===== src/rtl/control_sequencer.sv =====
// control_sequencer: multicycle control state machine.
// Produces the state code for control decode plus status and counters.
module control_sequencer #(
  parameter int          CW          = 32,
  parameter logic [5:0]  HALT_OPCODE = 6'b111111
) (
  input  logic          clk,
  input  logic          reset,
  input  logic [5:0]    opcode,
  output logic [3:0]    state,
  output logic          halted,
  output logic          illegal,
  output logic          instrRetired,
  output logic [CW-1:0] instrCount,
  output logic [CW-1:0] cycleCount
);

  typedef enum logic [3:0] {
    S_IF    = 4'd0,
    S_RF    = 4'd1,
    S_IMM2  = 4'd2,
    S_ALUR3 = 4'd3,
    S_ALUI3 = 4'd4,
    S_ALU4  = 4'd5,
    S_BR3   = 4'd6,
    S_MEM3  = 4'd7,
    S_LD4   = 4'd8,
    S_ST4   = 4'd9,
    S_LD5   = 4'd10,
    S_J3    = 4'd11,
    S_HALT  = 4'd12,
    S_ILL   = 4'd13
  } state_t;

  // The register is plain logic so that upset codes 14/15 stay representable.
  logic [3:0] st;
  logic [3:0] nxt;
  logic       is_store;
  logic       retire;

  // Next-state and retire decode from current state and opcode.
  always_comb begin
    nxt    = st;
    retire = 1'b0;
    case (st)
      S_IF:    nxt = S_RF;
      S_RF: begin
        if (opcode[5:4] == 2'b00)
          nxt = S_ALUR3;
        else if (opcode[5:4] == 2'b01)
          nxt = S_ALUI3;
        else if (opcode[5:3] == 3'b100)
          nxt = S_BR3;
        else if (opcode == 6'b101000)
          nxt = S_MEM3;
        else if (opcode == 6'b101001)
          nxt = S_MEM3;
        else if (opcode == 6'b110000)
          nxt = S_J3;
        else if (opcode == 6'b110001)
          nxt = S_IMM2;
        else if (opcode == HALT_OPCODE)
          nxt = S_HALT;
        else
          nxt = S_ILL;
      end
      S_ALUR3: nxt = S_ALU4;
      S_ALUI3: nxt = S_ALU4;
      S_MEM3:  nxt = is_store ? S_ST4 : S_LD4;
      S_LD4:   nxt = S_LD5;
      S_ALU4, S_LD5, S_ST4,
      S_BR3, S_J3, S_IMM2: begin
        nxt    = S_IF;
        retire = 1'b1;
      end
      S_HALT:  nxt = S_HALT;
      S_ILL:   nxt = S_ILL;
      default: nxt = S_ILL;
    endcase
  end

  // State register.
  always_ff @(posedge clk or posedge reset) begin
    if (reset)
      st <= S_IF;
    else
      st <= nxt;
  end

  // Load/store selector latched while the opcode is first valid.
  always_ff @(posedge clk or posedge reset) begin
    if (reset)
      is_store <= 1'b0;
    else if (st == S_RF)
      is_store <= opcode[0];
  end

  // Registered status flags and retire pulse track the state being entered.
  always_ff @(posedge clk or posedge reset) begin
    if (reset) begin
      halted       <= 1'b0;
      illegal      <= 1'b0;
      instrRetired <= 1'b0;
    end else begin
      halted       <= (nxt == S_HALT);
      illegal      <= (nxt == S_ILL);
      instrRetired <= retire;
    end
  end

  // Performance counters; cycles stop once the machine is stopped.
  always_ff @(posedge clk or posedge reset) begin
    if (reset) begin
      instrCount <= '0;
      cycleCount <= '0;
    end else begin
      if (retire)
        instrCount <= instrCount + 1'b1;
      if (st != S_HALT && st != S_ILL)
        cycleCount <= cycleCount + 1'b1;
    end
  end

  assign state = st;

endmodule


===== config.mk =====
export PLATFORM = sky130hd
export DESIGN_NAME = control_sequencer
export DESIGN_NICKNAME = d
export VERILOG_FILES = /design/src/rtl/control_sequencer.sv
export SDC_FILE = /design/constraint.sdc
export NUM_CORES = 1
export LEC_CHECK = 0
export CAP_MARGIN = 10
export CORE_MARGIN = 5
export CORE_UTILIZATION = 40
export DETAILED_ROUTE_END_ITERATION = 8
export GPL_TIMING_DRIVEN = 0
export PLACE_DENSITY_LB_ADDON = 0.05
export SYNTH_ARGS = -nofsm -noshare
export SYNTH_HDL_FRONTEND = slang
export SYNTH_SLANG_ARGS = --single-unit

===== constraint.sdc =====
create_clock -name clk -period 2.97 [get_ports clk]
set_input_delay 0.4455 -clock clk [delete_from_list [all_inputs] [get_ports clk]]
set_output_delay 0.4455 -clock clk [all_outputs]
set_load 0.02 [all_outputs]

==> results by group <==
Route
  • DRC viols: 0
  • ANT nets after route: 0
  • Drt total wl: 6910 µm
  • Drt wl/cell: 13.8 µm
  • TritonRoute pass-1 iters: 4
  • Routed vias/inst: slightly below 5
  • Via count of the routed design: 2,454
  • 1st-iter DRT viols: 48

Finish
  • Antenna diodes: 0
  • Share of layout cells above drive strength 1: 8.08%
  • Layout Utilization: 55.1%
  • Final Non-Filler Cells: 501
  • Area added between synthesis and finish: 35.4%
  • Layout Nets: 401

Clock network
  • CTS tree: done
  • # clock sinks: between 70 and 80
  • CTS hold repair buffers: 0
  • Clock buffer count from CTS: 9
  • Postcts setup bufs: 0
  • CTS resizes: 0
  • Root buf cell: clkbuf_8
  • Max clock buf depth: 2
  • H-tree levels: 3
  • Worst skew pair latency: approximately 0.34 ns
  • Clock Pin Slew Worst Setup and Hold Paths: 0.08 ns

STA
  • Fin crit share: 69.6%
  • RSZ-0062 raised after global routing: false
  • Fmax: 484 MHz
  • Slew headroom: 55.7%
  • Final setup vio count: 0
  • Worst slew pin tran: 0.659 ns
  • Final-report max-slew violation count: 0
  • Clock skew: roughly 0.01 ns
  • Fin. Hold Viols: 0
  • Fin crit period: 2.07 ns

Worst setup path
  • Req. time, crit path: 3.20 ns
  • Worst Path Arrival: 2.30 ns
  • Flop2flop setup slack: ~0.90 ns
  • R2r startpoint: state[3]
  • Crit. End Element: register
  • FF-to-FF path depth: 6
  • Startpoint types: register
  • RR Endpoint: cycleCount[20]
  • Critical path type: reg2reg
  • Worst-path maximum fanout: 9

Logic synthesis
  • Yosys cell types: 37
  • Post-Syn Area: 0.00331 mm²
  • Post-synthesis area per instance: roughly 11 µm²
  • Post-Syn Nets: 311
  • Top-area cell type share of the netlist area: a little over half
  • Largest area contributor in the netlist: dfrtp_1
  • Part of the Yosys area used for sequential elements: 54.5%
  • Synth top area cells: dfrtp_1 54%, xnor2_1 13%, nand2_1 3.9%
  • Synthesis Warnings: 0
  • Synthesized flop and latch total: 72
  • Post-Synthesis Cells: 301

Power and ir drop
  • PwrDens: 425 mW/mm²
  • Worst VDD drop: between 200 and 300 µV
  • Leak: 1.93 nW

Floorplanning
  • I/O pins: 79
  • Die width: 101 µm
  • Die H: slightly above 100 µm
  • Core area: 0.00813 mm²
  • Initial Utilization: 40.7%
  • Die Area: 0.0102 mm²
  • Core Rows: 33

Min path
  • Hold Crit Class: in2async

GRT
  • First-pass GRT wire length: 11,800 µm
  • Antenna violations before repair: 0
  • GRT Total Usage: 14.6%
  • Vias in the first global route: 2,425
  • Grt total ovfl: 0
  • Largest net degree at the start of global routing: 53

Flow run
  • Max_cap viols: 0

Placed design
  • RePlAce Congestion: 0.757
  • Dpl cells: roughly 490
  • Number of port buffers: 78
  • Detailed Place HPWL: 5060 µm

Status
  • Outcome: complete, no violations
[power by group]
part	total, W	internal [W]	switching [W]
clock	0.000884	0.000518	0.000366
combinational	0.0000430	0.0000158	0.0000272
sequential	0.000980	0.000980	0
[logic make-up after synthesis]
kind of cell	Yosys count	share of synthesized area, %
AO/OA/AOI/OAI	15	3.33
XOR/XNOR	62	16.4
adder cells (fa/ha/maj)	2	0.756
buffers and inverters	13	1.78
flip-flops	72	54.5
multiplexers	3	1.02
AND/OR/NAND/NOR	134	22.2
[Yosys cell counts]
| cell type | count |
|---|---|
| nor4b_1 | 2 |
| nand4_1 | 15 |
| nor4_4 | 1 |
| and3b_1 | 1 |
| a21oi_1 | 2 |
| o2bb2ai_2 | 1 |
| o21a_1 | 1 |
| nand3_1 | 24 |
| o2111ai_1 | 1 |
| nand2b_1 | 2 |
| a211o_1 | 1 |
| nand3b_1 | 2 |
| a211oi_2 | 1 |
| nor2_1 | 18 |
| nand2_1 | 34 |
| nand2b_4 | 1 |
| nor2b_1 | 5 |
| or3_1 | 2 |
| ha_1 | 2 |
| o221ai_1 | 1 |
| and3_1 | 9 |
| o21ai_0 | 5 |
| nor3_1 | 3 |
| inv_1 | 6 |
| buf_4 | 1 |
| xor2_1 | 14 |
| mux2_2 | 3 |
| xnor2_1 | 48 |
| and4_1 | 10 |
| o31ai_1 | 1 |
| a31oi_1 | 1 |
| dfrtp_1 | 72 |
| and2_1 | 3 |
| nor4_1 | 1 |
| buf_2 | 5 |
| or4b_2 | 1 |
| clkbuf_1 | 1 |
[critical path, cell delays in order, from the launching register on]
cell	delay [ns]
dfrtp_1	0.38
buf_2	0.17
nand3b_1	0.24
nand4_1	0.25
nor3_1	0.58
nand4_1	0.19
xnor2_1	0.16
[state kept, by name, summed over array words and instances (netlist names)]
| signal | count |
|---|---|
| cycleCount | 32 |
| instrCount | 32 |
| state | 4 |
| halted | 1 |
| illegal | 1 |
| instrRetired | 1 |
| is_store | 1 |
[layout by cell type, fill, tap and decap left out, drive strengths merged, types with 5 or more instances in the layout]
cell type      netlist  final
o21ai                5      5
inv                  6      6
nand3               24     24
nor2b                5      5
nor2                18     18
dfrtp               72     72
clkdlybuf4s50        0     78
nand2               34     34
nand4               15     15
buf                  6      7
xnor2               48     48
and4                10     10
xor2                14     14
clkbuf               1     12
and3                 9      9
[final cells by class]
cell class / count / area [µm²]
Inverter: 6 / 25.0
Fill cell: 748 / 3650
Buffer: 7 / 36.3
Timing Repair Buffer: 79 / 808
Sequential cell: 72 / 1800
Clock buffer: 11 / 151
Multi-Input combinational cell: 216 / 1450
Clock inverter: 5 / 78.8
Tap cell: 105 / 131
[how the worst max path moves through the flow]
stage	depth (start not counted)	from	end	slack [ns]
after global placement	2	reset	state[2]	-0.63
after CTS	6	state[3]	cycleCount[20]	0.88
final	6	state[3]	cycleCount[20]	0.90
after detailed placement	6	opcode[3]	halted	0.81
after global routing	5	cycleCount[12]	cycleCount[28]	0.69
after floorplan	1	reset	cycleCount[0]	0.70
[metrics by stage]
stage	setup slack (ns)	hold WS [ns]	TNS [ns]	instance area [µm²]	power [W]
2_1_floorplan	0.700	0.472	0	3310	0.00102
3_3_place_gp	-0.630	0.457	-45.09	4220	0.00104
3_5_place_dp	0.806	0.459	0	4250	0.00104
4_1_cts	0.878	0.397	0	4480	0.00194
5_1_grt	0.689	0.413	0	4480	0.00198
6_report	0.903	0.396	0	4480	0.00191
[layer usage]
metal  up-vias  wire length [µm]  track usage (%)
met5         -                 0                0
met4         0               125             6.75
met3         9               426             4.08
met2        57              3160             22.4
met1      1170              3200             19.2
li1       1218                 -                -
Power figures use the tool's default switching activity.
